$ cat src/rtl/mem_arbiter_n.sv
// N-master to single-slave memory bus arbiter: round-robin or fixed-priority
// selection, with LOCK-held sequences that keep the bus on one master.
module mem_arbiter_n #(
  parameter int NUM_MASTERS    = 2,
  parameter int ADDR_WIDTH     = 19,
  parameter int DATA_WIDTH     = 16,
  parameter int FIXED_PRIORITY = 0,
  localparam int BSEL = DATA_WIDTH / 8,
  localparam int IDW  = $clog2(NUM_MASTERS)
) (
  input  logic                              clk,
  input  logic                              reset,
  input  logic [NUM_MASTERS*ADDR_WIDTH-1:0] m_addr,
  input  logic [NUM_MASTERS*DATA_WIDTH-1:0] m_data_out,
  output logic [DATA_WIDTH-1:0]             m_data_in,
  input  logic [NUM_MASTERS-1:0]            m_access,
  output logic [NUM_MASTERS-1:0]            m_ack,
  input  logic [NUM_MASTERS-1:0]            m_wr_en,
  input  logic [NUM_MASTERS*BSEL-1:0]       m_bytesel,
  input  logic [NUM_MASTERS-1:0]            m_io,
  input  logic [NUM_MASTERS-1:0]            m_lock,
  output logic [ADDR_WIDTH-1:0]             s_addr,
  output logic [DATA_WIDTH-1:0]             s_data_out,
  input  logic [DATA_WIDTH-1:0]             s_data_in,
  output logic                              s_access,
  input  logic                              s_ack,
  output logic                              s_wr_en,
  output logic [BSEL-1:0]                   s_bytesel,
  output logic                              s_io,
  output logic                              grant_valid,
  output logic [IDW-1:0]                    grant_id
);

  typedef enum logic [1:0] {IDLE, BUSY, LOCKED} state_t;

  state_t          state, state_next;
  logic [IDW-1:0]  grant_id_next;
  logic [IDW-1:0]  last_id, last_id_next;

  logic [ADDR_WIDTH-1:0] addr_arr  [NUM_MASTERS];
  logic [DATA_WIDTH-1:0] wdata_arr [NUM_MASTERS];
  logic [BSEL-1:0]       bsel_arr  [NUM_MASTERS];

  for (genvar i = 0; i < NUM_MASTERS; i++) begin : g_unpack
    assign addr_arr[i]  = m_addr[i*ADDR_WIDTH +: ADDR_WIDTH];
    assign wdata_arr[i] = m_data_out[i*DATA_WIDTH +: DATA_WIDTH];
    assign bsel_arr[i]  = m_bytesel[i*BSEL +: BSEL];
  end

  // Slave side is always a mux of the current owner; s_access gates validity.
  assign s_addr      = addr_arr[grant_id];
  assign s_data_out  = wdata_arr[grant_id];
  assign s_bytesel   = bsel_arr[grant_id];
  assign s_wr_en     = m_wr_en[grant_id];
  assign s_io        = m_io[grant_id];
  assign m_data_in   = s_data_in;
  assign grant_valid = (state != IDLE);

  logic cur_access, cur_lock, done;
  assign cur_access = m_access[grant_id];
  assign cur_lock   = m_lock[grant_id];
  assign done       = s_ack & cur_access;

  // low_id: lowest requester; high_id: lowest requester above last_id.
  logic [IDW-1:0] low_id, high_id, winner;
  logic           low_found, high_found;

  always_comb begin
    low_id     = '0;
    high_id    = '0;
    low_found  = 1'b0;
    high_found = 1'b0;
    for (int i = 0; i < NUM_MASTERS; i++) begin
      if (m_access[i] && !low_found) begin
        low_found = 1'b1;
        low_id    = IDW'(i);
      end
      if (m_access[i] && !high_found && (IDW'(i) > last_id)) begin
        high_found = 1'b1;
        high_id    = IDW'(i);
      end
    end
  end

  assign winner = ((FIXED_PRIORITY != 0) || !high_found) ? low_id : high_id;

  always_ff @(posedge clk) begin
    if (!reset) begin
      state    <= IDLE;
      grant_id <= '0;
      last_id  <= IDW'(NUM_MASTERS - 1);
    end else begin
      state    <= state_next;
      grant_id <= grant_id_next;
      last_id  <= last_id_next;
    end
  end

  always_comb begin
    state_next    = state;
    grant_id_next = grant_id;
    last_id_next  = last_id;
    s_access      = 1'b0;
    m_ack         = '0;
    case (state)
      IDLE: begin
        if (|m_access) begin
          grant_id_next = winner;
          state_next    = BUSY;
        end
      end
      BUSY: begin
        s_access        = cur_access;
        m_ack[grant_id] = done;
        if (!cur_access) begin
          state_next = IDLE;
        end else if (s_ack) begin
          last_id_next = grant_id;
          state_next   = cur_lock ? LOCKED : IDLE;
        end
      end
      LOCKED: begin
        s_access        = cur_access;
        m_ack[grant_id] = done;
        if (done) begin
          last_id_next = grant_id;
          if (!cur_lock) state_next = IDLE;
        end else if (!cur_lock && !cur_access) begin
          state_next = IDLE;
        end
      end
      default: state_next = IDLE;
    endcase
  end

endmodule

$ cat config.mk
export PLATFORM = sky130hd
export DESIGN_NAME = mem_arbiter_n
export DESIGN_NICKNAME = d
export VERILOG_FILES = /design/src/rtl/mem_arbiter_n.sv
export SDC_FILE = /design/constraint.sdc
export NUM_CORES = 1
export LEC_CHECK = 0
export ABC_AREA = 1
export CORE_MARGIN = 1
export CORE_UTILIZATION = 21
export DETAILED_ROUTE_END_ITERATION = 8
export PLACE_DENSITY = 0.93
export SYNTH_ARGS = -nofsm -noshare
export SYNTH_HDL_FRONTEND = slang
export SYNTH_SLANG_ARGS = --single-unit
$ cat constraint.sdc
create_clock -name clk -period 1.2 [get_ports clk]
set_input_delay 0.18 -clock clk [delete_from_list [all_inputs] [get_ports clk]]
set_output_delay 0.18 -clock clk [all_outputs]
set_load 0.1 [all_outputs]
==> flow_metrics.tcl, run 1 <==
set metrics [dict create \
    status "complete, but fails checks" \
    violations "negative setup slack" \
    grt_pass1_wl_um 10200 \
    drtPass1Iterations 4 \
    grt_pass1_vias 1886 \
    path_cells "inv_8, buf_6, nand2_1, nand2_8, buf_12" \
    grt_util_all_layers_pct 31.2 \
    yosysWarnings 0 \
    clk_latency_ns 0.24 \
    clock-sinks 4 \
    synth_top_flop_cell "dfxtp_1" \
    period_share_pct 132 \
    async_reset_ff_share_pct 0 \
    cts-buffers-inserted 3 \
    final_net_count 427 \
    nFillCells 144 \
    seq_power_share_pct 4.0 \
    placed_area_um2 3280 \
    leakage_nw 1.62 \
    internal_power_mw 1.91 \
    synthCells 191 \
    drc_errors 0 \
    num_rows 23 \
    p_sw_mw 2.66 \
    post-place-ws_ns -0.340 \
    fmax_mhz 633 \
    pwr-share-clk_pct 7.4 \
    swShare_pct 58.3 \
    worst-path-buf-inv 3 \
    setup_viol 48 \
    synthToLayoutAreaGrowth_pct 298 \
    ir_drop_v 0.000957 \
    grt_antenna_before_repair 0 \
    layout_setup_ws_ns -0.380 \
    fin_crit_ns 1.58 \
    worstSetupEndpointType "output pin" \
    synth_area_um2 922 \
    clk_pin_slew_ns 0.04 \
    worstSetupPathType "reg -> out" \
    grt-ovfl-total 0 \
    htree_num_levels 1 \
    num_io_pins 161 \
    seqCellArea_um2 86.3 \
    maxSlewViolCount 0 \
    finClkSkew_ns 0.0107 \
    vias_per_cell 5.27 \
    dieWidth_um 68.3 \
    place.gp.congestion 0.782 \
    hold_class "in -> out" \
    arrival_ns 1.40 \
    p_per_area_nw_per_um2 1240 \
    holdBufCountCts 0 \
    multiInputGateArea_um2 1480 \
    antenna_cells 0 \
    drt_iter0_drc 82 \
    cp_slowest_stage_delay_ns 0.39 \
    cp_slowest_cell "dfxtp_4" \
    initial_core_util_pct 22.4 \
    synthTopCellsByArea "nand2_1, buf_4, dfxtp_1" \
    drt.antenna.violating_nets 0 \
    drive_above_1_share_pct 53.7 \
    fp.dieH_um 68.3 \
    dpl.hpwl_um 5140 \
    hold_viol 0 \
    synth-edff-count 0 \
    synthMostInstantiatedCell "nand2_1" \
    finalWirelength_um 8960 \
    drv_cap 0 \
    rsz0062_at_grt "true" \
    io_buffers 128 \
    synth_commonest_cells "nand2_1, buf_4, inv_1" \
    die_area_um2 4660 \
    synthDistinctLibCells 19 \
    coreArea_um2 4120 \
    routedWlPerCell_um 24.1 \
    route.vias.total 1961 \
    crit_fanout 16 \
    crit_family "buffers and inverters" \
    comb_power_share_pct 88.5 \
    grt_max_degree 21 \
    max_slew.worst_pin.slew_ns 0.468 \
    synth_largest_area_cell "nand2_1" \
    avgSynthCellArea_um2 4.83 \
    slew-limit-headroom_pct 68.5 \
    final_area_um2 3670 \
    cts_tree "done" \
    yosysSeqAreaShare_pct 8.68 \
    ys_ff_latch 4 \
    cts.path.max_buffers 2 \
    yosysTopAreaCellShare_pct 52.9 \
    required_ns 1.02 \
    startpoint_type "flip-flop" \
    syn_nets 295 \
    cts_root_buffer "clkbuf_8" \
]
-- final timing paths --
| check | startpoint | to | slack, ns | cells after the start |
|---|---|---|---|---|
| max | grant_id$_SDFFE_PN0P_ | s_data_out[7] | -0.38 | 5 |
| max reg2reg | state[0]$_SDFFE_PN0P_ | state[1]$_SDFFE_PN0P_ | -0.23 | 11 |
| min reg2reg | last_id$_SDFFE_PN1P_ | last_id$_SDFFE_PN1P_ | 0.54 | 2 |
| min | s_data_in[4] | m_data_in[4] | 0.36 | 0 |
-- state kept, by name, indices dropped and copies added, names as in the netlist --
register,cells
last_id,1
grant_id,1
state,2
-- per-stage QoR --
stage	instances	TNS, ns	hold WS, ns	util [%]	total power, mW
CTS	370	-11.24	0.361	85.0	4.29
global route	372	-14.87	0.360	89.3	4.69
detailed placement	361	-4.22	0.361	79.7	3.77
floorplan	191	-15.98	0.279	-	2.66
finish	372	-13.54	0.360	89.3	4.57
global placement	361	-2.82	0.361	79.7	3.68
-- per-layer routing --
metal	vias to the layer above	GRT usage (%)	wire length, µm
met3	39	6.50	840
met5	-	0	0
met2	149	61.4	4640
li1	825	-	-
met4	0	16.1	468
met1	948	29.6	3010
-- layout by cell type (no fill, tap or decap), drive strengths merged --
cell type        n
nand2          133
clkdlybuf4s50   82
buf             67
inv              7
nor2             6
clkbuf           5
dfxtp            4
ha               3
a21oi            3
nand3            3
nor3             2
nand3b           2
dlygate4sd2      2
clkinvlp         1
o211ai           1
o21ai            1
-- power by group through the flow --
stage	logic, mW	clock network, mW	registers [mW]
2_1_floorplan	2.46	0	0.194
3_3_place_gp	3.51	0	0.173
3_5_place_dp	3.59	0	0.176
4_1_cts	3.79	0.321	0.180
5_1_grt	4.15	0.351	0.186
6_report	4.05	0.339	0.185
-- cells by family (layout without fill, tap and decap cells) --
kind of cell / after synthesis / in the layout / synth area share, %
DFF: 4 / 4 / 8.68
buffers and inverters: 33 / 164 / 21.4
adders and majority gates: 3 / 3 / 4.07
AOI/OAI and AO/OA: 5 / 5 / 2.98
and+or+nand+nor: 146 / 146 / 62.8
-- layout make-up --
class | instances | area share, %
timing repair buffer | 152 | 53.4
sequential | 4 | 2.35
inverter | 8 | 1.19
clock buffer | 4 | 1.23
multi-input combinational | 154 | 40.2
tap | 50 | 1.70
-- timing repair --
item                                    4_1_cts  5_1_grt
resized for setup                            43       47
endpoints found under the hold margin         0        0
endpoints found under the setup margin       48       47
setup buffers                                 7        7
pin swaps                                    10        8
cloned                                        0        1
(Power assumes the default switching activity.)
==> run 2, diff against run 1 <==
- CTS_BUF_LIST: default -> sky130_fd_sc_hd__clkbuf_16
- SKIP_CTS_REPAIR_TIMING: default -> 1
==> run 2 against run 1 <==
Against the previous run: the flow still finishes with violations (negative setup slack); critical endpoint is now m_ack[1]; via count is 6.7% lower; sequential share of layout area is 0.080 points higher; count of clock-buffer cells in the layout is 1 lower; highest routed layer unchanged; worst hold slack stayed put; sequential power hardly changed.
==> flow_metrics.tcl, run 2 (synthesized netlist as in run 1, its figures left out) <==
set metrics [dict create \
    cts-buffers-inserted 3 \
    nFillCells 161 \
    fmax_mhz 630 \
    p_sw_mw 2.56 \
    slew-limit-headroom_pct 76.9 \
    leakage_nw 1.53 \
    r2r_slack_ns -0.15 \
    fin_util_pct 86.3 \
    drv_cap 0 \
    grt-ovfl-total 0 \
    final_common_cell "clkdlybuf4s50_1" \
    num_io_pins 161 \
    clk_latency_ns 0.24 \
    dpl.hpwl_um 5140 \
    arrival_ns 1.41 \
    routedWlPerCell_um 20.5 \
    drive_above_1_share_pct 48.4 \
    placed_area_um2 3280 \
    multiInputGateArea_um2 1380 \
    grt_pass1_wl_um 8600 \
    vias_per_cell 4.97 \
    final_net_count 423 \
    cts_tree "done" \
    grt_max_degree 21 \
    antenna_cells 0 \
    num_rows 23 \
    grt_pass1_vias 1763 \
    drtPass1Iterations 4 \
    seq_power_share_pct 4.0 \
    hold_class "in -> out" \
    dieWidth_um 68.3 \
    cts.path.max_buffers 2 \
    regToRegEndpoint "state[1]$_SDFFE_PN0P_" \
    worstSetupEndpointType "output pin" \
    p_per_area_nw_per_um2 1300 \
    hold_viol 0 \
    maxSlewViolCount 0 \
    max_slew.worst_pin.slew_ns 0.343 \
    comb_power_share_pct 83.8 \
    reg.largest.list "state x2, grant_id x1, last_id x1" \
    route.vias.total 1829 \
    die_area_um2 4660 \
    drt.antenna.violating_nets 0 \
    clock-sinks 4 \
    fp.dieH_um 68.3 \
    initial_core_util_pct 22.4 \
    layout_setup_ws_ns -0.386 \
    required_ns 1.02 \
    drt_iter0_drc 44 \
    tns_ns -12.97 \
    holdPathEnd "m_data_in[4]" \
    dp.cells 361 \
    setup_viol 46 \
    rsz0062_at_grt "true" \
    startpoint_type "flip-flop" \
    fin_crit_ns 1.59 \
    largest_reg_flops 2 \
    swShare_pct 55.5 \
    min_path_cells 0 \
    ir_drop_v 0.000878 \
    largest-register "state" \
    period_share_pct 132 \
    place.gp.congestion 0.782 \
    violations "negative setup slack" \
    stdcell_count 368 \
    final_cell_mix "clkdlybuf4s50_1, nand2_1, buf_12, nand2_8, nand2_2" \
    ff2ff_path_depth 8 \
    final_area_um2 3550 \
    pwr-share-clk_pct 12.2 \
    holdCritStartpoint "s_data_in[4]" \
    status "complete, but fails checks" \
    seqCellArea_um2 86.3 \
    grt_util_all_layers_pct 25.3 \
    finalWirelength_um 7530 \
    drc_errors 0 \
    finClkSkew_ns 0.0131 \
    internal_power_mw 2.05 \
    r2r_start "grant_id$_SDFFE_PN0P_" \
    worstSetupPathType "reg -> out" \
    io_buffers 128 \
    coreArea_um2 4120 \
    cts_root_buffer "clkbuf_16" \
    clk_pin_slew_ns 0.04 \
    htree_num_levels 1 \
    grt_antenna_before_repair 0 \
    crit_fanout 6 \
    synthToLayoutAreaGrowth_pct 285 \
]
run 2: critical path, cell delays in order, from the launching register on:
cell and delay (ns):
dfxtp_4 0.38, inv_8 0.09, nand2_4 0.05, nand2_4 0.08, nand2_4 0.07, nor3_4 0.26, buf_12 0.21
run 2: how the worst max path moves through the flow:
stage / start / end / cells past startpoint
6_report: grant_id$_SDFFE_PN0P_ / m_ack[1] / 6
5_1_grt: grant_id$_SDFFE_PN0P_ / m_ack[1] / 6
4_1_cts: state[0]$_SDFFE_PN0P_ / m_ack[1] / 5
3_5_place_dp: m_access[1] / m_ack[1] / 6
3_3_place_gp: m_access[0] / m_ack[1] / 6
2_1_floorplan: grant_id$_SDFFE_PN0P_ / m_ack[1] / 5
run 2: stage by stage:
stage | hold slack, ns | total power, mW | setup slack, ns
finish | 0.360 | 4.60 | -0.386
global route | 0.360 | 4.73 | -0.426
CTS | 0.361 | 4.33 | -0.495
detailed placement | 0.361 | 3.77 | -0.340
global placement | 0.361 | 3.68 | -0.297
floorplan | 0.279 | 2.66 | -0.688
run 2: final cells by class:
cell class / instances / area share [%]
Timing Repair Buffer: 148 / 53.6
Multi-Input combinational cell: 154 / 38.8
Sequential cell: 4 / 2.43
Clock buffer: 3 / 2.11
Tap cell: 50 / 1.76
Inverter: 8 / 1.23
Clock inverter: 1 / 0.106
run 2: per-layer routing:
layer	part of all wire, %	vias up	track usage (%)
met5	0	-	0
met1	32	860	23.8
li1	-	810	-
met3	9.2	40	7.33
met2	53	119	48.0
met4	5.2	0	14.3
run 2: power groups by stage:
stage	clock, mW	sequential [mW]	combinational, mW
detailed placement	0	0.176	3.59
global route	0.577	0.186	3.97
finish	0.563	0.185	3.85
CTS	0.547	0.174	3.61
global placement	0	0.173	3.51
floorplan	0	0.194	2.46
